File: src/rtl/mem_scan_ctrl.sv
// Batch sequencer: reads operand pairs from Mem, applies one ALU op, writes results to Memoria_Res.
// Optional per-batch zero-result counter enabled by defining MEM_SCAN_ZCOUNT_EN.
module mem_scan_ctrl #(
    parameter int DATA_W = 32,
    parameter int ADDR_W = 5,
    parameter int LEN_W  = 6
) (
    input  logic              clk,
    input  logic              rst,
    input  logic              start,
    input  logic [ADDR_W-1:0] base_a,
    input  logic [ADDR_W-1:0] base_b,
    input  logic [ADDR_W-1:0] base_r,
    input  logic [LEN_W-1:0]  len,
    input  logic [2:0]        op,
    output logic [ADDR_W-1:0] dir_lec,
    output logic [ADDR_W-1:0] dir2_lec,
    output logic              mem_we,
    input  logic [DATA_W-1:0] dato1,
    input  logic [DATA_W-1:0] dato2,
    output logic [ADDR_W-1:0] res_dir,
    output logic [DATA_W-1:0] res_dato,
    output logic              res_we,
    output logic              busy,
    output logic              done
`ifdef MEM_SCAN_ZCOUNT_EN
    ,
    output logic [LEN_W-1:0]  zero_cnt
`endif
);

    typedef enum logic [2:0] {S_IDLE, S_READ, S_EXEC, S_WRITE, S_DONE} state_t;

    state_t              r_state, w_state_nxt;
    logic [ADDR_W-1:0]   r_base_a, r_base_b, r_base_r;
    logic [LEN_W-1:0]    r_len, r_idx;
    logic [2:0]          r_op;
    logic [DATA_W-1:0]   r_opa, r_opb, r_res_q;
    logic [ADDR_W-1:0]   r_dir_lec, r_dir2_lec, r_res_dir;
    logic [DATA_W-1:0]   r_res_dato;
    logic                r_res_we, r_busy, r_done;

    logic [LEN_W-1:0]    w_idx_inc;
    logic                w_last, w_accept, w_advance, w_res_we_d, w_done_d;
    logic [DATA_W-1:0]   w_alu;

    assign w_idx_inc = r_idx + LEN_W'(1);
    assign w_last    = (r_idx == (r_len - LEN_W'(1)));

    always_ff @(posedge clk or posedge rst) begin
        if (rst) r_state <= S_IDLE;
        else     r_state <= w_state_nxt;
    end

    always_comb begin
        w_state_nxt = r_state;
        case (r_state)
            S_IDLE:  if (start) w_state_nxt = (len == '0) ? S_DONE : S_READ;
            S_READ:  w_state_nxt = S_EXEC;
            S_EXEC:  w_state_nxt = S_WRITE;
            S_WRITE: w_state_nxt = w_last ? S_DONE : S_READ;
            S_DONE:  w_state_nxt = S_IDLE;
            default: w_state_nxt = S_IDLE;
        endcase
    end

    always_comb begin
        w_accept   = (r_state == S_IDLE) && start;
        w_advance  = (r_state == S_WRITE) && !w_last;
        w_res_we_d = (r_state == S_WRITE);
        w_done_d   = (r_state == S_DONE);
        w_alu      = '0;
        case (r_op)
            3'b000: w_alu = r_opa + r_opb;
            3'b001: w_alu = r_opa - r_opb;
            3'b010: w_alu = r_opa & r_opb;
            3'b011: w_alu = r_opa | r_opb;
            3'b100: w_alu = r_opa ^ r_opb;
            3'b101: w_alu = {{(DATA_W-1){1'b0}}, ($signed(r_opa) < $signed(r_opb))};
            3'b110: w_alu = r_opa;
            3'b111: w_alu = r_opb;
            default: w_alu = '0;
        endcase
    end

    // Write-side outputs are registered from the state, so they trail WRITE/DONE by one cycle.
    always_ff @(posedge clk or posedge rst) begin
        if (rst) begin
            r_base_a   <= '0;
            r_base_b   <= '0;
            r_base_r   <= '0;
            r_len      <= '0;
            r_op       <= '0;
            r_idx      <= '0;
            r_opa      <= '0;
            r_opb      <= '0;
            r_res_q    <= '0;
            r_dir_lec  <= '0;
            r_dir2_lec <= '0;
            r_res_dir  <= '0;
            r_res_dato <= '0;
            r_res_we   <= 1'b0;
            r_busy     <= 1'b0;
            r_done     <= 1'b0;
        end else begin
            if (w_accept) begin
                r_base_a   <= base_a;
                r_base_b   <= base_b;
                r_base_r   <= base_r;
                r_len      <= len;
                r_op       <= op;
                r_idx      <= '0;
                r_dir_lec  <= base_a;
                r_dir2_lec <= base_b;
                r_busy     <= 1'b1;
            end
            if (w_advance) begin
                r_idx      <= w_idx_inc;
                r_dir_lec  <= r_base_a + w_idx_inc[ADDR_W-1:0];
                r_dir2_lec <= r_base_b + w_idx_inc[ADDR_W-1:0];
            end
            if (r_state == S_READ) begin
                r_opa <= dato1;
                r_opb <= dato2;
            end
            if (r_state == S_EXEC) r_res_q <= w_alu;
            r_res_we <= w_res_we_d;
            if (w_res_we_d) begin
                r_res_dir  <= r_base_r + r_idx[ADDR_W-1:0];
                r_res_dato <= r_res_q;
            end
            r_done <= w_done_d;
            if (w_done_d) r_busy <= 1'b0;
        end
    end

`ifdef MEM_SCAN_ZCOUNT_EN
    logic [LEN_W-1:0] r_zero_cnt;

    always_ff @(posedge clk or posedge rst) begin
        if (rst)                               r_zero_cnt <= '0;
        else if (w_accept)                     r_zero_cnt <= '0;
        else if (w_res_we_d && r_res_q == '0)  r_zero_cnt <= r_zero_cnt + LEN_W'(1);
    end

    assign zero_cnt = r_zero_cnt;
`endif

    assign dir_lec  = r_dir_lec;
    assign dir2_lec = r_dir2_lec;
    assign mem_we   = 1'b0;
    assign res_dir  = r_res_dir;
    assign res_dato = r_res_dato;
    assign res_we   = r_res_we;
    assign busy     = r_busy;
    assign done     = r_done;

endmodule

File: config.mk
export PLATFORM = sky130hd
export DESIGN_NAME = mem_scan_ctrl
export DESIGN_NICKNAME = d
export VERILOG_FILES = /design/src/rtl/mem_scan_ctrl.sv
export SDC_FILE = /design/constraint.sdc
export NUM_CORES = 1
export LEC_CHECK = 0
export ABC_CLOCK_PERIOD_IN_PS = 16200
export BUFFER_PORTS_ARGS = -buffer_cell sky130_fd_sc_hd__buf_2
export CORE_ASPECT_RATIO = 0.6
export CORE_MARGIN = 2
export CORE_UTILIZATION = 65
export CTS_CLUSTER_SIZE = 16
export DETAILED_ROUTE_END_ITERATION = 8
export HOLD_SLACK_MARGIN = 0.08
export PLACE_DENSITY_LB_ADDON = 0.25
export SYNTH_ARGS = -nofsm -noshare
export SYNTH_HDL_FRONTEND = slang
export SYNTH_SLANG_ARGS = --single-unit
File: constraint.sdc
create_clock -name clk -period 16.2 [get_ports clk]
set_input_delay 2.43 -clock clk [delete_from_list [all_inputs] [get_ports clk]]
set_output_delay 2.43 -clock clk [all_outputs]
set_load 0.05 [all_outputs]
# Word-level counts from Yosys, hierarchy flattened
# Cells that the tools add are included.
# word_totals
inputBits	91
output_inout_bits	51
wordCells	62
latchBits	0
ram_bits	0
mem_count	0
romBits	0
register_bits	179
# classes
eq_ne	13
mul	0
n_mux	13
addsub	7
bitwise	3
n_div	0
n_shift	0
reduce_logical	8
magnitude_cmp	1
# op_table
cell	count
32-bit one-hot mux with 8 select lines	1
32-bit adder	1
32-bit AND	1
32-bit less-than comparator	1
32-bit OR	1
32-bit subtractor	1
32-bit bitwise XOR	1
5-bit two-way mux	4
5-bit adder	3
3-bit == test (second input constant)	5
3-bit by 2-bit == test with 1-bit output (second input constant)	4
6-bit two-way mux	2
3-bit one-hot mux with 4 select lines	1
3-bit two-way mux	3
6-bit by 1-bit adder with 6-bit output (second input constant)	1
3-bit by 1-bit == test with 1-bit output (second input constant)	2
6-bit == test	1
3-bit zero test	2
6-bit zero test	1
6-bit by 1-bit subtractor with 6-bit output (second input constant)	1
2-bit nonzero test	2
1-bit logical AND	2
1-bit two-way mux	2
2-bit != test (second input constant)	1
1-bit zero test	1

# Depth between registers and ports, before layout
# depth
depth_word	5
mapped_depth	12
mapped_depth_nobuf	12

# Worst setup path before layout
# No wires, ideal clock.
# synth_path
path_type	input port to flip-flop
start	input start
end	register r_dir2_lec[2], in the netlist dir2_lec[2]
setup_time_ns	0.126
t_required_ns	16.074
setup_slack_ns	12.790
path_buffers	1
stages	4
arrival_ns	3.284
cell_sequence	and3_1 > clkbuf_1 > nor2_1 > a221o_1
# synth_between
elab_chain_cells	2
# synth_rtl
item	line_no	source
from (decl)	10	input logic start,
1-bit logical AND	68	w_accept = (r_state == S_IDLE) && start;
2-bit nonzero test (no line)	-	
to (signal assigned)	114	r_dir2_lec <= base_b;
to (signal assigned)	120	r_dir2_lec <= r_base_b + w_idx_inc[ADDR_W-1:0];
to (decl)	39	logic [ADDR_W-1:0] r_dir_lec, r_dir2_lec, r_res_dir;
# No other way between the ends.
# A chain may end at the register's enable or synchronous reset.

# Worst setup path after layout
# layout_path
start	register r_opa[13]
end	register r_res_q[31]
# layout_between
elab_chain_cells	2
elab_cells_between_ends	3
cone_classes	add/sub (2); mux (1)
# layout_rtl
item	line_no	source
from (decl)	38	logic [DATA_W-1:0] r_opa, r_opb, r_res_q;
from (signal assigned)	123	r_opa <= dato1;
32-bit subtractor or 32-bit adder (tied branches)	75, 74	
32-bit one-hot mux with 8 select lines (*)	73	case (r_op)
to (signal assigned)	126	if (r_state == S_EXEC) r_res_q <= w_alu;
to (decl)	38	
# Every way passes the cells marked *; elsewhere a longest branch is shown, timed or not.

==> qor.txt <==
Post-CTS Hold Buffers - 0
Clock Latency Late Sink - 0.46 ns
busiest grt layer - met1
Port Buf Inserts - 140
Worst EP required - 16.52 ns
Netlist cell types - 80
Post-synth EDFFs - 0
first-pass GRT wire length - 61,900 µm
row count - 39
clk_skew - 0.0125 ns
Max-slew headroom - 0.258
met1 Usage GRT - 0.571
Antenna Nets Post-Route - 0
Initial Util - 0.667
Post-Syn Nets - 1,770
top post-synthesis cells by area - dfrtp_1 (35%), ha_1 (11%), nand2_1 (9.6%)
crit path from - r_opa[13]
GRT overflow - 0
Slew Viols, Final - 0
Post-DP HPWL - 27,700 µm
commonest non-fill, non-tap cell in the layout - nand2_1
vias - 12.2k
final setup violating endpoints - 0
Setup Fix Bufs, Post-CTS - 0
cells after synthesis - 1,564
hold_sp - dir_lec[0]
Fin Setup TNS - 0 ns
#FFs+latches synth - 179
Total GRT Usage - 0.385
cell area after placement - 13,600 µm²
final non-filler cell area - 14,100 µm²
pin count of the biggest net entering global routing - 129
Mapped Area - 12,800 µm²
worst path arrival time - 4.16 ns
routed length per instance - 20.1 µm
Starting DRT DRC Count - 1,539
Core Area - 19,100 µm²
Synth top area share - 0.351
Fillers - 1,489
TritonRoute pass-1 iters - 7
initial antenna violation count - 1
worst reg2reg path depth - 11
worst-margin pin slew - 1.11 ns
hold path cells - 2
crit path max fanout - 9
asr flop ratio synth - 1.00
Layout Nets - 1,853
most area-hungry cell type in the Yosys netlist - dfrtp_1
max_cap viols - 0
Clock Pin Slew Worst Setup and Hold Paths - 0.06 ns
CTS tree - done
Num Clock Sinks - 179
vias in the first global route - 11.5k
Synth-to-Final Area Change - 10.4%
Mapped Avg Cell Area - 8.16 µm²
unrepaired setup endpoints after global routing - false
number of H-tree levels - 4
worst r2r src - r_opa[13]
share of cells above drive strength 1 - 0.131
Yosys Warn Count - 0
Final Wtd Congestion - 1.01
Main synth FF type - dfrtp_1
status - completed
vias per cell - 6.33
Critical Path End Type - flop
worst hold-check path type - flop to flop
Tmin final - 3.84 ns
Die X - 185 µm
period utilization - 0.237
WL final - 38,800 µm
met2 GRT Util - 0.532
most frequent cells in the layout - nand2_1 (326), dfrtp_1 (178), buf_2 (140)
Max clock buf depth - 2
clock root cell - clkbuf_16
Seq/Total Area, Yosys - 0.351
cts repair resizes - 0
Die ar. - 20,800 µm²
critical path class - flop to flop
io pins - 142
Worst setup SP type - flop
Num CTS Buffers - 17
fmax - 261 MHz
DR DRC count - 0
Final Hold Viols - 0
met3 Resource Use GR - 0.127
Die Ht - 113 µm
==> cell usage after synthesis, types with 7 or more instances <==
library cell and instances:
nand2_1 326, a31oi_1 12, a211oi_1 8, nor3_1 30, nand3_1 15, or3_1 7
buf_1 9, clkbuf_1 73, a221oi_1 12, o211ai_1 10, mux4_2 12, ha_1 110
dfrtp_1 179, nor4_1 12, a21oi_1 106, xor2_1 12, o31ai_1 15, a21o_1 16
a22oi_1 10, inv_1 117, o21ai_0 137, nor2b_1 10, o21ai_1 10, mux2i_1 26
o22ai_1 14, xnor2_1 36, nor2_1 99, o21bai_1 12
==> metrics by stage <==
stage / utilization / hold slack [ns] / setup WS [ns] / cells
after floorplan: - / 0.435 / 8.91 / 1564
after global placement: 0.709 / 0.447 / 11.95 / 1894
after detailed placement: 0.709 / 0.455 / 11.91 / 1894
after CTS: 0.736 / 0.472 / 12.39 / 1926
after global routing: 0.737 / 0.501 / 12.15 / 1927
final: 0.737 / 0.467 / 12.36 / 1927
==> cell type report <==
cell class	instances	area, µm²	share of cell area
multi-input cells	1173	7470	0.531
flip-flops and latches	179	4480	0.318
repair buffers	156	821	0.0583
clock buffers	25	475	0.0337
inverters	120	455	0.0323
well taps	266	333	0.0236
clock inverters	7	47.5	0.00337
diodes	1	2.50	0.000178
==> cells by family after synthesis <==
group / Yosys count / share of synthesized area
buf+inv: 212 / 0.0644
other cells: 1 / 0.000294
simple gates: 535 / 0.176
fa+ha+maj: 115 / 0.116
xor+xnor: 48 / 0.0329
mux: 41 / 0.0442
compound gates: 433 / 0.216
flops: 179 / 0.351
==> path summary, 6_finish.rpt <==
path | endpoint | slack [ns]
hold reg to reg | dir_lec[0] | 0.47
setup reg to reg | r_res_q[31] | 12.36
hold / removal | dir_lec[0] | 0.47
max in group asynchronous | res_we | 12.49
setup / recovery | r_res_q[31] | 12.36
min in group asynchronous | dir_lec[0] | 2.18
==> routing by layer <==
layer,up-vias,wire (µm)
li1,5571,-
met1,5788,17400
met2,727,15600
met3,105,4760
met4,0,1060
met5,-,0
==> worst max-delay path: stages (launching register included) <==
cell      delay (ns)
dfrtp_1         0.40
inv_1           0.08
ha_1            0.53
inv_2           0.15
o31ai_1         0.40
a41oi_1         0.10
o21ai_0         0.75
a31oi_1         0.40
a31o_2          0.35
a21oi_1         0.24
mux2i_1         0.23
o211ai_1        0.10
==> flip-flops by register name (all words and copies together), names as in the netlist <==
register	flops
r_base_a	5
r_opa	32
r_state	3
res_dir	5
r_len	6
dir_lec	5
r_base_r	5
res_we	1
r_idx	6
res_dato	32
r_base_b	5
r_op	3
r_opb	32
busy	1
dir2_lec	5
r_res_q	32
done	1
Power is not shown: default switching activity piles up to over one toggle a cycle in this logic, so the estimate is an artifact.
